==> src/rtl/lut5_cfg_ctrl.sv <==
// Runtime-programmable LUT5: 32-bit truth table loaded byte-serially into a shadow
// register, committed atomically, evaluated with 1-cycle latency and streamable by a sweep.
module lut5_cfg_ctrl #(
  parameter logic [31:0] DEFAULT_TABLE = 32'h7BE64D5E
) (
  input  logic       clk,
  input  logic       rst,
  input  logic       cfg_start,
  input  logic       cfg_abort,
  input  logic       cfg_valid,
  input  logic [7:0] cfg_data,
  output logic       cfg_ready,
  output logic       cfg_done,
  input  logic       eval_valid,
  input  logic [4:0] A,
  output logic       Y,
  output logic       y_valid,
  input  logic       sweep_start,
  output logic       sweep_valid,
  output logic [4:0] sweep_addr,
  output logic       sweep_y,
  output logic       sweep_done,
  output logic       busy
);

  typedef enum logic [1:0] {
    S_IDLE,
    S_LOAD,
    S_COMMIT,
    S_SWEEP
  } state_e;

  state_e      state_q, state_d;
  logic [31:0] table_q, table_d;
  logic [31:0] shadow_q, shadow_d;
  logic [1:0]  byte_cnt_q, byte_cnt_d;
  logic [4:0]  sweep_addr_q, sweep_addr_d;
  logic        y_q, y_d;
  logic        y_valid_q, y_valid_d;
  logic        sweep_done_q, sweep_done_d;

  always_ff @(posedge clk) begin
    if (rst) begin
      state_q      <= S_IDLE;
      table_q      <= DEFAULT_TABLE;
      shadow_q     <= '0;
      byte_cnt_q   <= '0;
      sweep_addr_q <= '0;
      y_q          <= 1'b0;
      y_valid_q    <= 1'b0;
      sweep_done_q <= 1'b0;
    end else begin
      state_q      <= state_d;
      table_q      <= table_d;
      shadow_q     <= shadow_d;
      byte_cnt_q   <= byte_cnt_d;
      sweep_addr_q <= sweep_addr_d;
      y_q          <= y_d;
      y_valid_q    <= y_valid_d;
      sweep_done_q <= sweep_done_d;
    end
  end

  always_comb begin
    state_d      = state_q;
    table_d      = table_q;
    shadow_d     = shadow_q;
    byte_cnt_d   = byte_cnt_q;
    sweep_addr_d = sweep_addr_q;
    y_d          = y_q;
    y_valid_d    = 1'b0;
    sweep_done_d = 1'b0;

    unique case (state_q)
      S_IDLE: begin
        if (cfg_start) begin
          state_d    = S_LOAD;
          byte_cnt_d = '0;
        end else if (sweep_start) begin
          state_d      = S_SWEEP;
          sweep_addr_d = '0;
        end
      end
      S_LOAD: begin
        // Abort wins over a byte presented in the same cycle.
        if (cfg_abort) begin
          state_d = S_IDLE;
        end else if (cfg_valid) begin
          shadow_d[{byte_cnt_q, 3'b000} +: 8] = cfg_data;
          byte_cnt_d = byte_cnt_q + 2'd1;
          if (byte_cnt_q == 2'd3) state_d = S_COMMIT;
        end
      end
      S_COMMIT: begin
        table_d = shadow_q;
        state_d = S_IDLE;
      end
      S_SWEEP: begin
        sweep_addr_d = sweep_addr_q + 5'd1;
        if (sweep_addr_q == 5'd31) begin
          state_d      = S_IDLE;
          sweep_done_d = 1'b1;
        end
      end
      default: state_d = S_IDLE;
    endcase

    // Reads table_q, so a request in the COMMIT cycle still sees the old table.
    if (eval_valid && (state_q != S_SWEEP)) begin
      y_d       = table_q[A];
      y_valid_d = 1'b1;
    end
  end

  assign cfg_ready   = (state_q == S_LOAD);
  assign cfg_done    = (state_q == S_COMMIT);
  assign sweep_valid = (state_q == S_SWEEP);
  assign sweep_y     = sweep_valid & table_q[sweep_addr_q];
  assign sweep_addr  = sweep_addr_q;
  assign sweep_done  = sweep_done_q;
  assign busy        = (state_q != S_IDLE);
  assign Y           = y_q;
  assign y_valid     = y_valid_q;

endmodule
==> config.mk <==
export PLATFORM = sky130hd
export DESIGN_NAME = lut5_cfg_ctrl
export DESIGN_NICKNAME = d
export VERILOG_FILES = /design/src/rtl/lut5_cfg_ctrl.sv
export SDC_FILE = /design/constraint.sdc
export NUM_CORES = 1
export LEC_CHECK = 0
export CORE_MARGIN = 2
export CORE_UTILIZATION = 55
export DETAILED_ROUTE_END_ITERATION = 10
export DONT_BUFFER_PORTS = 1
export GPL_TIMING_DRIVEN = 0
export PLACE_DENSITY = 0.7
export SLEW_MARGIN = 20
export SYNTH_ARGS = -nofsm -noshare
export SYNTH_HDL_FRONTEND = slang
export SYNTH_SLANG_ARGS = --single-unit
==> constraint.sdc <==
create_clock -name clk -period 3.6 [get_ports clk]
set_clock_uncertainty 0.15 [all_clocks]
set_input_delay 0.9 -clock clk [delete_from_list [all_inputs] [get_ports clk]]
set_output_delay 0.9 -clock clk [all_outputs]
set_load 0.05 [all_outputs]
==> results of run 1 <==
-- path summary, 6_finish.rpt --
path	cells past startpoint	slack (ps)	end	start
setup reg to reg	5	1190	shadow_q[1]$_SDFFE_PP0P_	byte_cnt_q[0]$_SDFFE_PP0P_
hold reg to reg	2	310	shadow_q[25]$_SDFFE_PP0P_	shadow_q[25]$_SDFFE_PP0P_
setup / recovery	5	140	sweep_y	sweep_addr[0]$_SDFFE_PP0P_
hold / removal	2	310	shadow_q[25]$_SDFFE_PP0P_	shadow_q[25]$_SDFFE_PP0P_
-- layer usage --
| metal | vias up | share of wire (%) |
|---|---|---|
| met5 | - | 0 |
| li1 | 1502 | - |
| met1 | 1362 | 47 |
| met3 | 10 | 5.7 |
| met4 | 0 | 1.4 |
| met2 | 81 | 46 |
-- placed cells by master (no fill, tap or decap), types with 5 or more instances in the layout --
master and n:
sky130_fd_sc_hd__inv_1 6, sky130_fd_sc_hd__ha_1 8, sky130_fd_sc_hd__mux4_1 7, sky130_fd_sc_hd__nand3_1 36, sky130_fd_sc_hd__nand3b_1 21, sky130_fd_sc_hd__clkbuf_8 12, sky130_fd_sc_hd__nand2_1 108, sky130_fd_sc_hd__dfxtp_1 74
sky130_fd_sc_hd__mux2i_1 18, sky130_fd_sc_hd__nor2_1 14, sky130_fd_sc_hd__a22oi_1 8, sky130_fd_sc_hd__nor2b_1 6, sky130_fd_sc_hd__a21oi_1 55, sky130_fd_sc_hd__and2_1 5, sky130_fd_sc_hd__clkbuf_1 21
-- worst reg2reg max path, stage by stage, from the launching register on --
cell                      delay (ps)
sky130_fd_sc_hd__dfxtp_1         490
sky130_fd_sc_hd__inv_1           210
sky130_fd_sc_hd__ha_1            410
sky130_fd_sc_hd__nor3b_1         730
sky130_fd_sc_hd__nand3_1         180
sky130_fd_sc_hd__a21oi_1         180
-- power by group --
group	internal [W]	switching (W)	total (W)
Combinational	0.0000758	0.000132	0.000208
Sequential	0.000872	0.0000314	0.000903
Clock	0.000448	0.000313	0.000761
Total	0.00140	0.000477	0.00187
-- cell families after synthesis --
family,Yosys count,share of synthesized area (%)
flops,76,42.56
compound gates,75,11.69
mux,28,11.76
simple gates,206,27.58
fa+ha+maj,8,2.800
buf+inv,31,3.605
-- flip-flops by register name, summed over array words and instances (netlist names) --
register    cells
shadow_q       32
table_q        32
sweep_addr      5
byte_cnt_q      2
state_q         2
Y               1
sweep_done      1
y_valid         1
-- area by class of cell --
cell class | instances | area share (%)
well taps | 77 | 2.454
flip-flops and latches | 76 | 38.88
plain buffers | 25 | 2.741
clock buffers | 13 | 4.302
clock inverters | 3 | 1.721
inverters | 6 | 0.5736
multi-input cells | 317 | 49.33
-- through the flow --
stage	worst slack, ps	instance area, um^2	cells	util (%)
finish	141.2	3926	517	62.19
global placement	-204.2	3671	501	58.15
global route	60.94	3926	517	62.19
CTS	0.9666	3916	517	62.03
floorplan	36.06	3575	424	-
detailed placement	163.2	3676	501	58.22
==> metrics.log, run 1 <==
INFO  metric synth.avg_cell_area = 8.431 um^2
INFO  metric cts.reportedPaths.clkPinSlew = 80 ps
INFO  metric cts_made_buffers = 9
INFO  metric synth_cell_type_count = 34
INFO  metric grtUsageMet3 = 5.310%
INFO  metric slew_headroom = 34.34%
INFO  metric synth_area_leaders = sky130_fd_sc_hd__dfxtp_1 43%, sky130_fd_sc_hd__nand2_1 11%, sky130_fd_sc_hd__a21oi_1 7.7%
INFO  metric cts.path.max_buffers = 2
INFO  metric post_drt_via_cell_ratio = 5.716
INFO  metric cts_root_buffer = sky130_fd_sc_hd__clkbuf_8
INFO  metric register_cell_area_after_layout = 1526 um^2
INFO  metric detail-route-antenna-nets = 0
INFO  metric rsz_0062_raised_after_global_routing = false
INFO  metric cts_setup_buffers = 0
INFO  metric largest_driver_fanout_on_the_critical_path = 10
INFO  metric antenna_cells = 0
INFO  metric finalWorstPathRequiredPeriod = 3459 ps
INFO  metric critical_path.slowest_cell = sky130_fd_sc_hd__mux4_1
INFO  metric multi_input_comb_area = 1937 um^2
INFO  metric synth_top_cell_by_area = sky130_fd_sc_hd__dfxtp_1
INFO  metric timing.final.setup_violations = 0
INFO  metric hold_ws = 305.2 ps
INFO  metric timing.hold.worst.class = register to register
INFO  metric synthesis.nets = 452
INFO  metric timing_hold_violations_final = 0
INFO  metric fp.dieArea = 7161 um^2
INFO  metric grtUsageMet2 = 38.15%
INFO  metric io_buffer_count = 0
INFO  metric status = completed
INFO  metric fin_nets = 463
INFO  metric yosysWarnings = 0
INFO  metric via_count = 2955
INFO  metric worstMarginPinSlew = 985.0 ps
INFO  metric maxSlewViolCount = 0
INFO  metric fp-row-count = 29
INFO  metric worstSetupEndpointType = primary output
INFO  metric peakVddDrop = 259.9 uV
INFO  metric post_cts.resized_instances = 3
INFO  metric grt_max_degree = 13
INFO  metric die_height = 84.62 um
INFO  metric cp_top_family = multiplexers
INFO  metric die_x = 84.62 um
INFO  metric power.density = 476.9 nW/um^2
INFO  metric synthCells = 424
INFO  metric maxClockFrequency = 289.1 MHz
INFO  metric area_delta_synth_final = 9.836%
INFO  metric clk_lat_worst_skew = 350 ps
INFO  metric synth_seq_area_share = 42.56%
INFO  metric fillerInstances = 582
INFO  metric arrival = 2410 ps
INFO  metric grt_antenna_before_repair = 0
INFO  metric drt_iter0_drc = 184
INFO  metric post-route-drc-count = 0
INFO  metric grt_pass1_vias = 2834
INFO  metric ys_ff_latch = 76
INFO  metric cts-hold-fix-buffers = 0
INFO  metric mappedNetlistArea = 3575 um^2
INFO  metric clock_tree.htree_level_count = 3
INFO  metric placeable_core_region = 6314 um^2
INFO  metric cellLeakagePower = 1.450 nW
INFO  metric average_wire_per_cell_in_the_routed_design = 16.15 um
INFO  metric grt_overflow_total = 0
INFO  metric final_min_period_over_clock_period = 96.08%
INFO  metric first_pass_iters = 5
INFO  metric layout-drive-gt1-share = 6.591%
INFO  metric finalSetupTns = 0 ps
INFO  metric yosys.cell_count.top_type = sky130_fd_sc_hd__nand2_1
INFO  metric cts.sinks = 76
INFO  metric max_stage_delay = 570 ps
INFO  metric met1_capacity_usage_during_global_routing = 34.37%
INFO  metric cp_cell_sequence = buf_6 -> mux4_1 -> mux4_2 -> mux2i_1 -> nor3_2
INFO  metric clock_tree_from_tritoncts = yes
INFO  metric globalRoute.busiestLayer = met2
INFO  metric post-dp-hpwl = 6225 um
INFO  metric io-pin-count = 33
INFO  metric timing.critical_path.buf_inv = 1
INFO  metric totalWireLength = 8351 um
INFO  metric synth.cells.most_frequent = 108 x sky130_fd_sc_hd__nand2_1, 76 x sky130_fd_sc_hd__dfxtp_1, 55 x sky130_fd_sc_hd__a21oi_1
INFO  metric place_congestion = 0.9162
INFO  metric worst-setup-path-type = register to primary output
INFO  metric grt_usage = 24.83%
INFO  metric drv.max_cap_violation_count = 0
INFO  metric ys_async_sr_fraction = 0%
INFO  metric global_route_wire_length_before_repair = 14030 um
INFO  metric design_power_total = 0.001872 W
INFO  metric floorplan.initialDensity = 56.62%
INFO  metric share_of_the_synthesized_area_in_the_top_cell_type = 42.56%
INFO  metric start_kind = register
INFO  metric synth_edf_count = 0
INFO  metric critical_path_required = 2550 ps
INFO  metric synth_top_flop_cell = sky130_fd_sc_hd__dfxtp_1
Note: power is estimated with default switching activity, not from simulation.
==> run 2, diff against run 1 <==
--- a/config.mk
+++ b/config.mk
@@ -6,11 +6,11 @@
 export NUM_CORES = 1
 export LEC_CHECK = 0
 export CORE_MARGIN = 2
-export CORE_UTILIZATION = 55
+export CORE_UTILIZATION = 50
 export DETAILED_ROUTE_END_ITERATION = 10
 export DONT_BUFFER_PORTS = 1
 export GPL_TIMING_DRIVEN = 0
-export PLACE_DENSITY = 0.7
+export PLACE_DENSITY = 0.65
 export SLEW_MARGIN = 20
 export SYNTH_ARGS = -nofsm -noshare
 export SYNTH_HDL_FRONTEND = slang
==> metrics.log, run 2 (same netlist as run 1, synthesis figures left out) <==
INFO  metric power.density = 433.6 nW/um^2
INFO  metric floorplan.initialDensity = 52.04%
INFO  metric maxClockFrequency = 289.6 MHz
INFO  metric regToRegSetupSlack = 1180 ps
INFO  metric cts.sinks = 76
INFO  metric peakVddDrop = 205.5 uV
INFO  metric cts_root_buffer = sky130_fd_sc_hd__clkbuf_8
INFO  metric layout-drive-gt1-share = 6.818%
INFO  metric largest_driver_fanout_on_the_critical_path = 10
INFO  metric grt_usage = 23.90%
INFO  metric placeable_core_region = 6869 um^2
INFO  metric critical_path.slowest_cell = sky130_fd_sc_hd__mux4_1
INFO  metric critical_path_cell_count = 5
INFO  metric hp-start = shadow_q[3]$_SDFFE_PP0P_
INFO  metric first_pass_iters = 4
INFO  metric cellLeakagePower = 1.419 nW
INFO  metric grt_pass1_vias = 2774
INFO  metric post-route-drc-count = 0
INFO  metric clock_tree_from_tritoncts = yes
INFO  metric timing.final.setup_violations = 0
INFO  metric critical_path.startpoint = sweep_addr[0]$_SDFFE_PP0P_
INFO  metric cp_top_family = multiplexers
INFO  metric cts_setup_buffers = 0
INFO  metric drv.max_cap_violation_count = 0
INFO  metric finalWorstPathRequiredPeriod = 3453 ps
INFO  metric grt_antenna_before_repair = 0
INFO  metric detail-route-antenna-nets = 0
INFO  metric place_congestion = 0.8093
INFO  metric slew_headroom = 37.15%
INFO  metric post-dp-hpwl = 6503 um
INFO  metric fp.dieArea = 7842 um^2
INFO  metric worst-setup-path-type = register to primary output
INFO  metric totalWireLength = 8668 um
INFO  metric clock_tree.htree_level_count = 3
INFO  metric timing_hold_violations_final = 0
INFO  metric timing.critical_path.buf_inv = 1
INFO  metric worstSetupEndpointType = primary output
INFO  metric critical_path.endpoint = sweep_y
INFO  metric fp-row-count = 30
INFO  metric io_buffer_count = 0
INFO  metric timing.hold.worst.class = register to register
INFO  metric worstMarginPinSlew = 942.7 ps
INFO  metric maxSlewViolCount = 0
INFO  metric die_height = 88.56 um
INFO  metric critical_path_required = 2550 ps
INFO  metric area_delta_synth_final = 8.575%
INFO  metric mostFrequentLayoutCell = sky130_fd_sc_hd__nand2_1
INFO  metric worst_r2r_path_depth = 5
INFO  metric final_min_period_over_clock_period = 95.91%
INFO  metric cts.reportedPaths.clkPinSlew = 80 ps
INFO  metric start_kind = register
INFO  metric post_drt_via_cell_ratio = 5.362
INFO  metric final_core_utilization = 56.50%
INFO  metric worstReg2RegEnd = shadow_q[7]$_SDFFE_PP0P_
INFO  metric via_count = 2874
INFO  metric cts_made_buffers = 9
INFO  metric finalSetupTns = 0 ps
INFO  metric grt_overflow_total = 0
INFO  metric rsz_0062_raised_after_global_routing = false
INFO  metric r2r-start = byte_cnt_q[0]$_SDFFE_PP0P_
INFO  metric arrival = 2400 ps
INFO  metric clk_lat_worst_skew = 350 ps
INFO  metric drt_iter0_drc = 171
INFO  metric average_wire_per_cell_in_the_routed_design = 16.17 um
INFO  metric max_stage_delay = 570 ps
INFO  metric fin_nets = 463
INFO  metric status = completed
INFO  metric cp_cell_sequence = buf_6 -> mux4_1 -> mux4_2 -> mux2i_1 -> nor3_2
INFO  metric die_x = 88.56 um
INFO  metric grt_max_degree = 14
INFO  metric global_route_wire_length_before_repair = 14080 um
INFO  metric cts.path.max_buffers = 2
INFO  metric io-pin-count = 33
INFO  metric layout_common_cells = 108 x sky130_fd_sc_hd__nand2_1, 74 x sky130_fd_sc_hd__dfxtp_1, 55 x sky130_fd_sc_hd__a21oi_1, 36 x sky130_fd_sc_hd__nand3_1, 21 x sky130_fd_sc_hd__nand3b_1
INFO  metric antenna_cells = 0
==> run 2: final cells by class <==
class                      count  area, um^2
multi-input combinational    317        1937
fill                         653        2988
inverter                       6       22.52
buffer                        25       107.6
sequential                    76        1526
tap                           96       120.1
clock inverter                 7       43.79
clock buffer                   9       123.9
==> run 2: repair_timing <==
action	in CTS	in global routing
setup endpoints to repair	1	1
gates resized for setup	4	1
hold buffers	0	0
hold endpoints to repair	0	0
==> run 2: power by group <==
group	switching, W	internal [W]	total (W)
logic	0.000132	0.0000757	0.000208
clock network	0.000326	0.000246	0.000572
registers	0.0000318	0.000872	0.000904
total	0.000489	0.00119	0.00168
==> run 2: layer usage <==
metal / part of all wire (%) / up-vias / GRT usage, %
li1: - / 1496 / -
met3: 4.3 / 11 / 4.478
met2: 44 / 52 / 37.32
met1: 50 / 1315 / 32.88
met4: 1.7 / 0 / 9.504
met5: 0 / - / 0
==> run 2: worst min-delay path: stages, from the launching register on <==
cell and delay (ps):
sky130_fd_sc_hd__dfxtp_1 310, sky130_fd_sc_hd__nand2_1 50, sky130_fd_sc_hd__a21oi_1 50
==> run 2: worst min-delay path by stage <==
stage / to / slack [ps] / depth (start not counted)
after floorplan: table_q[0]$_SDFFE_PP0P_ / 280 / 2
after CTS: shadow_q[26]$_SDFFE_PP0P_ / 310 / 2
after global routing: shadow_q[29]$_SDFFE_PP0P_ / 330 / 2
after global placement: shadow_q[25]$_SDFFE_PP0P_ / 290 / 2
after detailed placement: shadow_q[26]$_SDFFE_PP0P_ / 300 / 2
final: shadow_q[3]$_SDFFE_PP0P_ / 310 / 2
==> run 2: per-stage QoR <==
step	total power [W]	cells	instance area, um^2	worst slack (ps)	hold WS [ps]
3_3_place_gp	0.001126	520	3695	-234.6	291.6
4_1_cts	0.001691	536	3872	33.84	307.5
3_5_place_dp	0.001131	520	3700	129.2	296.7
5_1_grt	0.001753	536	3881	94.41	326.7
6_report	0.001683	536	3881	147.4	306.8
2_1_floorplan	0.001086	424	3575	36.06	282.1
